[config.mk]
export PLATFORM = sky130hd
export DESIGN_NAME = seg_display_scanner
export DESIGN_NICKNAME = d
export VERILOG_FILES = /design/src/rtl/seg_display_scanner.sv
export SDC_FILE = /design/constraint.sdc
export NUM_CORES = 1
export LEC_CHECK = 0
export CORE_MARGIN = 1
export CORE_UTILIZATION = 50
export CTS_CLUSTER_DIAMETER = 80
export CTS_CLUSTER_SIZE = 30
export DETAILED_ROUTE_END_ITERATION = 10
export GPL_TIMING_DRIVEN = 0
export HOLD_SLACK_MARGIN = 0.03
export MAX_ROUTING_LAYER = met4
export PLACE_DENSITY = 0.85
export SLEW_MARGIN = 20
export SYNTH_ARGS = -nofsm -noshare
export SYNTH_HDL_FRONTEND = slang
export SYNTH_SLANG_ARGS = --single-unit
[constraint.sdc]
create_clock -name clk -period 3.7 [get_ports clk]
set_clock_uncertainty 0.15 [all_clocks]
set_input_delay 0.74 -clock clk [delete_from_list [all_inputs] [get_ports clk]]
set_output_delay 0.74 -clock clk [all_outputs]
set_load 0.1 [all_outputs]
[src/rtl/seg_display_scanner.sv]
// Four-digit common-anode seven-segment scanner.
// Latches a 16-bit value and cycles its nibbles out to a downstream
// hex-to-seven-segment decoder, driving the matching active-low anode.
// All outputs are registered from next-state values so anode, nibble and
// digit index always agree within a cycle.
module seg_display_scanner #(
  parameter int unsigned REFRESH_DIV   = 100000,
  parameter bit          BLANK_LEADING = 1'b1
) (
  input  logic        clk,
  input  logic        rst,
  input  logic [15:0] value_in,
  input  logic        load,
  input  logic        enable,
  output logic [3:0]  hex_out,
  output logic [3:0]  an,
  output logic        digit_tick
);

  localparam int unsigned     PW         = (REFRESH_DIV > 1) ? $clog2(REFRESH_DIV) : 1;
  localparam logic [PW-1:0]   PRESC_LAST = PW'(REFRESH_DIV - 1);

  typedef enum logic [1:0] {
    D0 = 2'd0,
    D1 = 2'd1,
    D2 = 2'd2,
    D3 = 2'd3
  } digit_e;

  logic [15:0]   value_q, value_d;
  logic [PW-1:0] presc_q, presc_d;
  digit_e        digit_q, digit_d;
  logic          run_q,   run_d;
  logic [3:0]    hex_q,   hex_d;
  logic [3:0]    an_q,    an_d;
  logic          tick_q,  tick_d;
  logic          blank_d;

  // Next-state: value latch, prescaler, digit sequencing and registered outputs.
  // run_q marks that scanning has started; the first enabled edge after reset
  // or disable parks on D0 with the prescaler at 0 so D0 gets a full slot.
  always_comb begin
    value_d = load ? value_in : value_q;
    presc_d = presc_q;
    digit_d = digit_q;
    run_d   = run_q;
    tick_d  = 1'b0;
    hex_d   = 4'h0;
    an_d    = 4'b1111;
    blank_d = 1'b0;

    if (!enable) begin
      presc_d = '0;
      digit_d = D0;
      run_d   = 1'b0;
    end else if (!run_q) begin
      presc_d = '0;
      digit_d = D0;
      run_d   = 1'b1;
    end else if (presc_q == PRESC_LAST) begin
      presc_d = '0;
      tick_d  = 1'b1;
      unique case (digit_q)
        D0:      digit_d = D1;
        D1:      digit_d = D2;
        D2:      digit_d = D3;
        default: digit_d = D0;
      endcase
    end else begin
      presc_d = presc_q + 1'b1;
    end

    unique case (digit_d)
      D0: begin
        hex_d   = value_d[3:0];
        blank_d = 1'b0;
      end
      D1: begin
        hex_d   = value_d[7:4];
        blank_d = (value_d[15:4] == 12'h000);
      end
      D2: begin
        hex_d   = value_d[11:8];
        blank_d = (value_d[15:8] == 8'h00);
      end
      default: begin
        hex_d   = value_d[15:12];
        blank_d = (value_d[15:12] == 4'h0);
      end
    endcase

    if (enable && !(BLANK_LEADING && blank_d)) begin
      unique case (digit_d)
        D0:      an_d = 4'b1110;
        D1:      an_d = 4'b1101;
        D2:      an_d = 4'b1011;
        default: an_d = 4'b0111;
      endcase
    end
  end

  // State and output registers with synchronous reset.
  always_ff @(posedge clk) begin
    if (rst) begin
      value_q <= '0;
      presc_q <= '0;
      digit_q <= D0;
      run_q   <= 1'b0;
      hex_q   <= 4'h0;
      an_q    <= 4'b1111;
      tick_q  <= 1'b0;
    end else begin
      value_q <= value_d;
      presc_q <= presc_d;
      digit_q <= digit_d;
      run_q   <= run_d;
      hex_q   <= hex_d;
      an_q    <= an_d;
      tick_q  <= tick_d;
    end
  end

  assign hex_out    = hex_q;
  assign an         = an_q;
  assign digit_tick = tick_q;

endmodule

**Word level (Yosys, flattened, before mapping)**

Cells that the tools add are included.

- Add/subtract/negate cells: 1
- Equal/unequal tests: 5
- Mux-type cells: 10
- Bitwise operators: 3
- Reduce and logical (&&, ||, !) cells: 10

Operators by type and width:

| kind | count |
|---|---|
| 4-bit case mux with 3 select lines | 2 |
| 17-bit by 1-bit adder with 17-bit output, second input constant | 1 |
| 17-bit == test, second input constant | 1 |
| 16-bit two-way mux | 1 |
| 12-bit logical NOT | 1 |
| 8-bit logical NOT | 1 |
| 2-bit two-way mux | 3 |
| 2-bit case mux with 3 select lines | 1 |
| 2-bit by 1-bit == test with 1-bit output, second input constant | 2 |
| 2-bit == test, second input constant | 2 |
| 2-bit logical NOT | 2 |
| 4-bit logical NOT | 1 |
| 4-bit OR reduction | 1 |
| 1-bit NOT | 3 |
| 1-bit case mux with 3 select lines | 1 |
| 3-bit OR reduction | 1 |
| 1-bit two-way mux | 2 |
| 2-bit OR reduction | 1 |
| 1-bit logical AND | 1 |
| 1-bit logical NOT | 1 |

- Bits in registers: 45
- Input bits: 20
- Output and inout bits: 9
- Logic and storage cells: 36

**Logic depth before layout (Yosys ltp)**

- Word-level depth: 11
- Mapped depth: 7

**Worst setup path before layout**

Ideal clock, no wire load.

- Kind: flip-flop to flip-flop
- From: register presc_q[7]
- To: register hex_q[0] (netlist: hex_out[0])
- Setup time: 79 ps
- Data arrival time: 2157 ps
- Data required time: 3471 ps
- Setup slack: 1313 ps
- Cell stages (with the launch flop): 7
- Path buffers: 1
- Cells stage by stage: dfxtp_1 -> or4b_4 -> or4_1 -> buf_4 -> o21a_4 -> mux2_4 -> a211oi_2

- Cells in the longest elaborated chain, start to end: 6
- Elaborated cells on any way between the ends: 8
- Classes of those cells: eq/ne (3); mux (4); reduce/logical (1)

RTL lines:

| element | RTL line | RTL |
|---|---|---|
| from (decl) | 31 | `logic [PW-1:0] presc_q, presc_d;` |
| from (signal assigned) | 114 | `presc_q <= presc_d;` |
| 17-bit == test (*) | 60 | `end else if (presc_q == PRESC_LAST) begin` |
| 2-bit two-way mux (*) | 60 |  |
| 2-bit two-way mux (*) | 56 | `end else if (!run_q) begin` |
| 2-bit two-way mux (*) | 52 | `if (!enable) begin` |
| 2-bit == test (tied with other cells) | 73 | `unique case (digit_d)` |
| 4-bit case mux with 3 select lines (*) | 73 |  |
| to (signal assigned) | 109 | `hex_q <= 4'h0;` |
| to (signal assigned) | 117 | `hex_q <= hex_d;` |
| to (decl) | 34 | `logic [3:0] hex_q, hex_d;` |

Every way passes the cells marked *; elsewhere a longest branch is shown, timed or not.
A chain may end at the register's enable or synchronous reset.

**Final worst setup path**

- From: register hex_q[1] (netlist: hex_out[1])
- To: output hex_out[1]

RTL lines:

| element | RTL line | RTL |
|---|---|---|
| to (decl) | 15 | `output logic [3:0] hex_out,` |

No word-level cell between the ends.

==> metrics.log <==
[metrics] xor and xnor fraction of the mapped netlist area: 4.816%
[metrics] dominant combinational cell family by area after synthesis: simple AND/OR/NAND/NOR gates
[metrics] register-to-register setup slack: 1.09 ns
[metrics] end-of-flow core utilization: 64.57%
[metrics] predominant post-synthesis flop cell: sky130_fd_sc_hd__dfxtp_1
[metrics] DR WL/cell: 13.01 um
[metrics] Seq cells post-synth: 45
[metrics] post-cts resize count: 0
[metrics] Overall Power: 910.8 uW
[metrics] Die Y: 65.26 um
[metrics] clock tree from TritonCTS: built
[metrics] number of antenna repair diodes: 0
[metrics] Reg-to-Reg Start: presc_q[0]$_SDFF_PP0_
[metrics] Peak VDD IR: 0.2442 mV
[metrics] fraction of layout cells with a size suffix above 1: 6.024%
[metrics] cell family contributing the most delay on the critical path: buffers and inverters
[metrics] floorplan die width: 65.26 um
[metrics] logic depth of the worst register-to-register path: 7
[metrics] Clock Pin Slew Worst Setup and Hold Paths: 0.08 ns
[metrics] final hold vios: 0
[metrics] data arrival time of the critical path: 1.74 ns
[metrics] category of the worst setup path launch point: flip-flop
[metrics] DRT iter0 DRCs: 140
[metrics] remaining max-slew budget at the tightest pin: 35.79%
[metrics] most frequent standard cell in the layout excluding fill and tap cells: sky130_fd_sc_hd__dfxtp_1
[metrics] post-route worst hold slack: 0.3216 ns
[metrics] Critical Path Fanout Max: 1
[metrics] level count of the clock H-tree: 2
[metrics] core region area: 3744 um2
[metrics] post-CTS setup buffer count: 0
[metrics] Hold-fix buffers, CTS: 0
[metrics] total die area: 4258 um2
[metrics] total I/O pin count: 29
[metrics] type of the tightest min-delay check: reg2reg
[metrics] Synth Area in Simple Gates: 24.77%
[metrics] via count of the first global-routing pass: 1481
[metrics] minimum clock period after layout: 2.625 ns
[metrics] setup repair after global routing missed its margin: false
[metrics] share of the cycle needed by the critical path after routing: 70.95%
[metrics] highest-count cells in the layout ignoring fill and taps: sky130_fd_sc_hd__dfxtp_1, sky130_fd_sc_hd__nor2_1, sky130_fd_sc_hd__clkdlybuf4s50_1
[metrics] category of the worst setup path capture point: output pin
[metrics] total half-perimeter wirelength after legalization and detailed placement: 2874 um
[metrics] Pre-Repair DR Iteration Count: 4
[metrics] Req. time, crit path: 2.81 ns
[metrics] achievable frequency: 0.3809 GHz
[metrics] DP Area: 2331 um2
[metrics] Power per Cell Area: 376.8 nW/um2
[metrics] fraction of the yosys area taken by sequential cells: 45.03%
[metrics] Max Slew Vio Count: 0
[metrics] result of the run: complete, no violations
[metrics] Setup violations, final: 0
[metrics] capturing point of the worst reg2reg path: presc_q[9]$_SDFF_PP0_
[metrics] initial core utilization: 53.44%
[metrics] Port Buffer Count: 27
[metrics] number of clock sinks: 45
[metrics] adder-cell area share of the yosys netlist: 1.876%
[metrics] largest stage delay on the critical path: 1.12 ns
[metrics] kind of critical path: reg2out
[metrics] average vias per placed instance: 5.593
[metrics] antenna violations before repair: 0
[metrics] pin count of the biggest net entering global routing: 13
[metrics] all-layer global routing usage: 20.87%
[metrics] total routed wirelength: 3863 um
[metrics] worst-margin pin slew: 0.9602 ns
[metrics] number of design rule violations left after detail routing: 0
[metrics] Synth Area per Inst: 9.305 um2
[metrics] share of flip-flops with an asynchronous set or reset: 0%
[metrics] Layout Cell Area excl Fill: 2417 um2
[metrics] routed vias: 1661
[metrics] worst path bufs/invs: 1
[metrics] fraction of the mapped netlist area in compound gates: 10.69%
[metrics] mapped cell area: 2001 um2
[metrics] fraction of synthesized area in multiplexers: 10.57%
[metrics] number of nets with antenna violations after routing: 0
[metrics] synthesized netlist net count: 238
[metrics] row count: 22
[metrics] WHS Endpoint: presc_q[0]$_SDFF_PP0_
[metrics] startpoint of the worst hold path: presc_q[0]$_SDFF_PP0_
[metrics] Root Buffer: sky130_fd_sc_hd__clkbuf_8
[metrics] cell with the largest stage delay on the worst path: sky130_fd_sc_hd__clkdlybuf4s50_1
[metrics] # nets final: 272
[metrics] Post-Synthesis Cells: 215
[metrics] number of buffers on the longest clock path: 2
[metrics] total CTS buffers: 5
[metrics] global-route wire length before repair: 6555 um
[metrics] Min-Delay Path Depth: 1
[metrics] sequence of cells on the critical path: clkdlybuf4s50_1
[metrics] count of maximum capacitance violations: 0
[metrics] Leakage Power: 0.0009034 uW
[metrics] distinct cell type count of the synthesized netlist: 38
[metrics] number of warnings reported in the yosys synthesis log: 0
[metrics] Synth-to-Final Area Change: 20.83%
[metrics] clock insertion delay at the later pin of the skew report: 0.30 ns
[metrics] routability congestion estimate from global placement: 0.8386
[metrics] total congestion overflow after global routing: 0
[metrics] number of enable flip-flop cells after synthesis: 0
[metrics] setup_tns: 0 ns
[metrics] launching element of the worst setup path: hex_out[1]$_SDFF_PP0_
==> report_power, final <==
| part | total, uW | switching [uW] | internal [uW] |
|---|---|---|---|
| Clock | 303 | 155 | 148 |
| Sequential | 503 | 5.25 | 498 |
| Combinational | 104 | 60.4 | 43.9 |
==> worst max path at each step <==
| stage | end | slack (ns) | depth (start not counted) |
|---|---|---|---|
| floorplan | hex_out[0]$_SDFF_PP0_ | 1.31 | 6 |
| global placement | hex_out[0]$_SDFF_PP0_ | 1.09 | 6 |
| detailed placement | hex_out[3]$_SDFF_PP0_ | 1.07 | 6 |
| CTS | hex_out[1] | 1.06 | 1 |
| global route | presc_q[12]$_SDFF_PP0_ | 0.84 | 7 |
| finish | hex_out[1] | 1.07 | 1 |
==> state kept, by name (all words and copies together) (netlist names) <==
register / cells
presc_q: 17
value_q: 16
an: 4
hex_out: 4
digit_q: 2
digit_tick: 1
run_q: 1
==> stage by stage <==
stage	setup slack, ns	cells
6_report	1.075	297
5_1_grt	0.8390	297
4_1_cts	1.058	297
3_5_place_dp	1.073	290
3_3_place_gp	1.093	290
2_1_floorplan	1.313	215
==> area by class of cell <==
class | instances | area [um2]
Timing Repair Buffer | 27 | 270.3
Multi-Input combinational cell | 159 | 1055
Buffer | 7 | 30.03
Sequential cell | 45 | 900.9
Tap cell | 48 | 60.06
Clock buffer | 7 | 86.33
Fill cell | 322 | 1326
Inverter | 4 | 15.01
==> cell families after synthesis <==
logic type	Yosys count
AND/OR/NAND/NOR	96
flip-flops	45
AO/OA/AOI/OAI	29
multiplexers	20
XOR/XNOR	11
buffers and inverters	11
adder cells (fa/ha/maj)	3
==> synthesized netlist by cell type, types with 3 or more instances <==
cell type / n / area share (%)
sky130_fd_sc_hd__a21oi_1: 7 / 1.8
sky130_fd_sc_hd__xor2_1: 8 / 3.5
sky130_fd_sc_hd__a22oi_1: 5 / 1.9
sky130_fd_sc_hd__inv_1: 4 / 0.75
sky130_fd_sc_hd__nor3_1: 3 / 0.75
sky130_fd_sc_hd__dfxtp_1: 45 / 45
sky130_fd_sc_hd__nand4_1: 9 / 2.8
sky130_fd_sc_hd__nor2_1: 36 / 6.8
sky130_fd_sc_hd__and3_1: 5 / 1.6
sky130_fd_sc_hd__o2111ai_1: 3 / 1.3
sky130_fd_sc_hd__and3b_1: 3 / 1.3
sky130_fd_sc_hd__xnor2_1: 3 / 1.3
sky130_fd_sc_hd__nor4_1: 3 / 0.94
sky130_fd_sc_hd__ha_1: 3 / 1.9
sky130_fd_sc_hd__mux2i_1: 17 / 8.5
sky130_fd_sc_hd__nand2_1: 14 / 2.6
sky130_fd_sc_hd__clkbuf_1: 5 / 0.94
sky130_fd_sc_hd__o21ai_0: 5 / 1.3
sky130_fd_sc_hd__o211ai_1: 3 / 1.1
sky130_fd_sc_hd__nand3_1: 7 / 1.8
sky130_fd_sc_hd__or3_1: 4 / 1.3
==> layer usage <==
layer	GRT usage [%]	share of wire [%]	up-vias
li1	-	-	839
met1	27.39	49	769
met2	30.41	44	42
met3	6.250	5.2	11
met4	7.337	1.7	0
met5	-	0	-
No activity file was read; power rests on OpenSTA's default activity.
==> edit 1, RTL diff (same settings) <==
Put one more register stage on the output `an`, with the module's reset. The value now appears one clock later. The other outputs are not delayed to match.
--- a/src/rtl/seg_display_scanner.sv
+++ b/src/rtl/seg_display_scanner.sv
@@ -121,7 +121,13 @@
   end
 
   assign hex_out    = hex_q;
-  assign an         = an_q;
+  always_ff @(posedge clk) begin
+    if (rst) begin
+      an <= '0;
+    end else begin
+      an <= an_q;
+    end
+  end
   assign digit_tick = tick_q;
 
 endmodule
Check against the original RTL: not equivalent (a bounded check fails within 4 cycles, from zero or initial values and one cycle with rst high).
==> edit 1 against the original RTL <==
  * Final area rose by 2.8%
  * Sequential cell count rose by 4
  * Highest routed layer unchanged
  * Power rose by 23%
  * Worst setup slack got worse by 0.049 ns
  * Area after synthesis rose by 1.1%
  * Final cell count fell by 3.7%
  * Sequential share of layout area rose by 2.2 points
  * Routed wire length fell by 2.6%
==> edit 1: results (changes against the original RTL) <==
* Hold WC Path Type: reg2reg (unchanged)
* Post-detail-place hpwl at 2710 µm (was 2870 µm)
* Synth Flop Type: dfxtp_1 (unchanged)
* Pint at 0.858 mW (was 0.690 mW)
* Cell family with most CP delay: buffers and inverters (unchanged)
* First-pass GRT wire length at 6320 µm (was 6560 µm)
* WP data arrival at 1.78 ns (was 1.74 ns)
* Wire per inst at 13.2 µm (was 13.0 µm)
* Asr flop ratio synth at 0 (unchanged)
* Yosys warning total at 0 (unchanged)
* Largest net degree at the start of global routing at 16 (was 13)
* Initial antenna violation count at 0 (unchanged)
* GR Util All Layers at 0.203 (was 0.209)
* Share of layout cells above drive strength 1 at 0.0756 (was 0.0602)
* Count of cell types in the netlist at 34 (was 38)
* Total number of vias at 1531 (was 1661)
* Final GP Congestion at 0.838 (was 0.839)
* Largest cells by area after synthesis: dfxtp_1 49%, mux2i_1 11%, nor2_1 7.1% (was dfxtp_1 45%, mux2i_1 8.5%, nor2_1 6.8%)
* Vias in the first global route at 1459 (was 1481)
* Maximum vdd ir drop at 0.236 mV (was 0.244 mV)
* Worst-margin pin slew at 0.966 ns (was 0.960 ns)
* First drt pass iteration count at 4 (unchanged)
* Clk buf depth at 2 (unchanged)
* Nets@finish at 260 (was 272)
* Pleak at 0.943 nW (was 0.903 nW)
* Buffers on Ports at 27 (unchanged)
* Register area share after synthesis at 0.485 (was 0.450)
* Mapped Nets at 226 (was 238)
* Inserted Diodes at 0 (unchanged)
* Quantity of gates resized following cts at 0 (unchanged)
* Initial DRC Count at 67 (was 140)
* Synth top cells by count: 49 x dfxtp_1, 38 x nor2_1, 23 x mux2i_1 (was 45 x dfxtp_1, 36 x nor2_1, 17 x mux2i_1)
* Status: completed (unchanged)
## edit 1: cells by family after synthesis
family                   after synthesis  synth area share
AND/OR/NAND/NOR                       87             0.232
flip-flops                            49             0.485
multiplexers                          24             0.125
XOR/XNOR                              15            0.0650
AO/OA/AOI/OAI                         13            0.0501
buffers and inverters                 12            0.0241
adder cells (fa/ha/maj)                3            0.0186
## edit 1: metrics by stage
stage	cell area, µm²	setup WS (ns)	std cells	utilization	hold slack, ns
floorplan	2020	1.65	203	-	0.264
global placement	2350	0.980	278	0.624	0.270
detailed placement	2350	0.968	278	0.624	0.280
CTS	2490	1.03	286	0.659	0.303
global route	2490	0.994	286	0.659	0.314
finish	2490	1.03	286	0.659	0.295
## edit 1: final cells by class
class | instances | area [µm²]
fill | 294 | 1280
multi-input combinational | 142 | 992
sequential | 49 | 981
timing repair buffer | 27 | 270
clock buffer | 5 | 68.8
clock inverter | 3 | 65.1
tap | 48 | 60.1
buffer | 8 | 33.8
inverter | 4 | 15.0
## edit 1: worst paths after layout
| check | startpoint | end | slack [ns] | cells past startpoint |
|---|---|---|---|---|
| setup / recovery | digit_tick$_SDFF_PP0_ | digit_tick | 1.03 | 1 |
| hold / removal | an_q[0]$_SDFF_PP1_ | an[0]$_SDFF_PP0_ | 0.30 | 1 |
| setup reg to reg | presc_q[1]$_SDFF_PP0_ | an_q[0]$_SDFF_PP1_ | 1.56 | 6 |
| hold reg to reg | an_q[0]$_SDFF_PP1_ | an[0]$_SDFF_PP0_ | 0.30 | 1 |
## edit 1: worst register-to-register path: stages (launching register included)
cell and delay (ns):
dfxtp_1 0.38, ha_1 0.22, and4_1 0.30, nand4_4 0.21, mux2i_1 0.24, nor2_1 0.15
or3b_1 0.39
## edit 1: power by group through the flow
stage | sequential (mW) | clock [mW] | combinational (mW)
3_3_place_gp | 0.561 | 0 | 0.119
5_1_grt | 0.550 | 0.472 | 0.129
6_report | 0.549 | 0.446 | 0.121
4_1_cts | 0.549 | 0.452 | 0.121
3_5_place_dp | 0.561 | 0 | 0.120
2_1_floorplan | 0.597 | 0 | 0.0424
## edit 1: routing by layer
metal / vias to the layer above / share of wire / routed length (µm) / track usage
li1: 767 / - / - / -
met1: 725 / 0.50 / 1900 / 0.254
met2: 32 / 0.43 / 1610 / 0.295
met3: 7 / 0.043 / 163 / 0.0469
met4: 0 / 0.023 / 85 / 0.122
met5: - / 0 / 0 / -
==> edit 2, RTL diff (config.mk and constraints unchanged) <==
Without the edit above. Set the parameter `BLANK_LEADING` to 1'b0 (it was 1'b1).
--- a/src/rtl/seg_display_scanner.sv
+++ b/src/rtl/seg_display_scanner.sv
@@ -5,7 +5,7 @@
 // digit index always agree within a cycle.
 module seg_display_scanner #(
   parameter int unsigned REFRESH_DIV   = 100000,
-  parameter bit          BLANK_LEADING = 1'b1
+  parameter bit          BLANK_LEADING = 1'b0
 ) (
   input  logic        clk,
   input  logic        rst,
Check against the original RTL: same outputs for any inputs over 10 cycles, from zero or initial values and one cycle with rst high; that may be too few to reach the edited logic, so the function may still have changed.
==> edit 2 against the original RTL <==
  * Final area is 8.7% lower
  * Power is 2.6% lower
  * Worst setup slack worse by 0.10 ns
  * First-iteration DRC count is 70% lower
  * Routed wire length is 19% lower
  * Area after synthesis is 10% lower
  * Sequential cell count stayed put
  * Hold slack better by 0.0027 ns
  * Die area is 9.8% lower
  * Combinational power is 15% lower
  * Highest routed layer unchanged
==> edit 2: results (changes against the original RTL) <==
* Pleak at 0.849 nW (was 0.903 nW)
* Nets@finish at 239 (was 272)
* Final GP Congestion at 0.724 (was 0.839)
* Max-Slew Margin vs Limit at 0.334 (was 0.358)
* Worst Path Max Fanout at 1 (unchanged)
* Maximum vdd ir drop at 0.317 mV (was 0.244 mV)
* Cell family with most CP delay: buffers and inverters (unchanged)
* Vias per Instance at 5.09 (was 5.59)
* Share of layout cells above drive strength 1 at 0.0645 (was 0.0602)
* First-pass GRT wire length at 4950 µm (was 6560 µm)
* Initial DRC Count at 42 (was 140)
* Mapped Nets at 205 (was 238)
* Count of cell types in the netlist at 31 (was 38)
* Crit path launch: digit_tick$_SDFF_PP0_ (was hex_out[1]$_SDFF_PP0_)
* Largest cells by area after synthesis: dfxtp_1 50%, mux2i_1 10%, nor2_1 7.3% (was dfxtp_1 45%, mux2i_1 8.5%, nor2_1 6.8%)
* Worst path max stage delay at 1.14 ns (was 1.12 ns)
* Clock latency on the worst-skew pair at 0.36 ns (was 0.30 ns)
* Register area share after synthesis at 0.501 (was 0.450)
* WP data arrival at 1.84 ns (was 1.74 ns)
* Clk root buf: clkbuf_4 (was clkbuf_8)
* Largest net degree at the start of global routing at 15 (was 13)
* Clock slew seen by the registers of the worst setup and hold paths at 0.14 ns (was 0.08 ns)
* Status: completed (unchanged)
* GR Util All Layers at 0.189 (was 0.209)
* Largest registers: presc_q (17), value_q (16) (unchanged)
* Post-detail-place hpwl at 2310 µm (was 2870 µm)
* Wire per inst at 11.8 µm (was 13.0 µm)
## edit 2: changes by cell type in the layout (fill, tap and decap cells not counted), sizes merged, moves of 4 or more
cell / delta
clkbuf: -4
or3: -4
o21ai: -5
a22oi: -5
nand4: -5
a221oi: +4
a21oi: -7
nand2: -5
## edit 2: final cells by class
class,count,area [µm²]
buffer,7,31.3
clock buffer,6,41.3
clock inverter,2,38.8
fill,268,1180
inverter,4,15.0
multi-input combinational,126,852
sequential,45,901
tap,46,57.6
timing repair buffer,27,270
## edit 2: layer usage
layer,routed length (µm),vias to the layer above,global-route usage
li1,-,688,-
met1,1480,623,0.226
met2,1450,24,0.293
met3,141,4,0.0683
met4,36,0,0.0667
met5,0,-,-
## edit 2: cells by family after synthesis
group	synth area share
AO/OA/AOI/OAI	0.0362
XOR/XNOR	0.0730
adder cells (fa/ha/maj)	0.0209
buffers and inverters	0.0257
flip-flops	0.501
multiplexers	0.133
AND/OR/NAND/NOR	0.211
## edit 2: worst paths after layout
| check | endpoint | cells after the start | slack, ns |
|---|---|---|---|
| worst max-delay path | digit_tick | 1 | 0.97 |
| worst min-delay path | presc_q[0]$_SDFF_PP0_ | 1 | 0.32 |
| worst max register to register | hex_out[2]$_SDFF_PP0_ | 7 | 1.19 |
| worst min register to register | presc_q[0]$_SDFF_PP0_ | 1 | 0.32 |
## edit 2: stage by stage
stage	std cells	area, µm²	hold slack [ns]
global placement	255	2130	0.291
CTS	263	2210	0.332
detailed placement	255	2130	0.303
global route	263	2210	0.362
floorplan	182	1800	0.280
finish	263	2210	0.324
## edit 2: worst register-to-register path, stage by stage, from the launching register on
cell      delay [ns]
dfxtp_1         0.39
ha_1            0.22
and4_1          0.24
and4_1          0.19
buf_4           0.14
mux2i_2         0.47
mux2_1          0.37
a221oi_1        0.28
## edit 2: power by group
part | total (mW) | internal, mW | switching (mW) | leakage [nW]
Clock | 0.296 | 0.144 | 0.152 | 0.0424
Combinational | 0.0880 | 0.0385 | 0.0495 | 0.439
Sequential | 0.503 | 0.499 | 0.00418 | 0.367
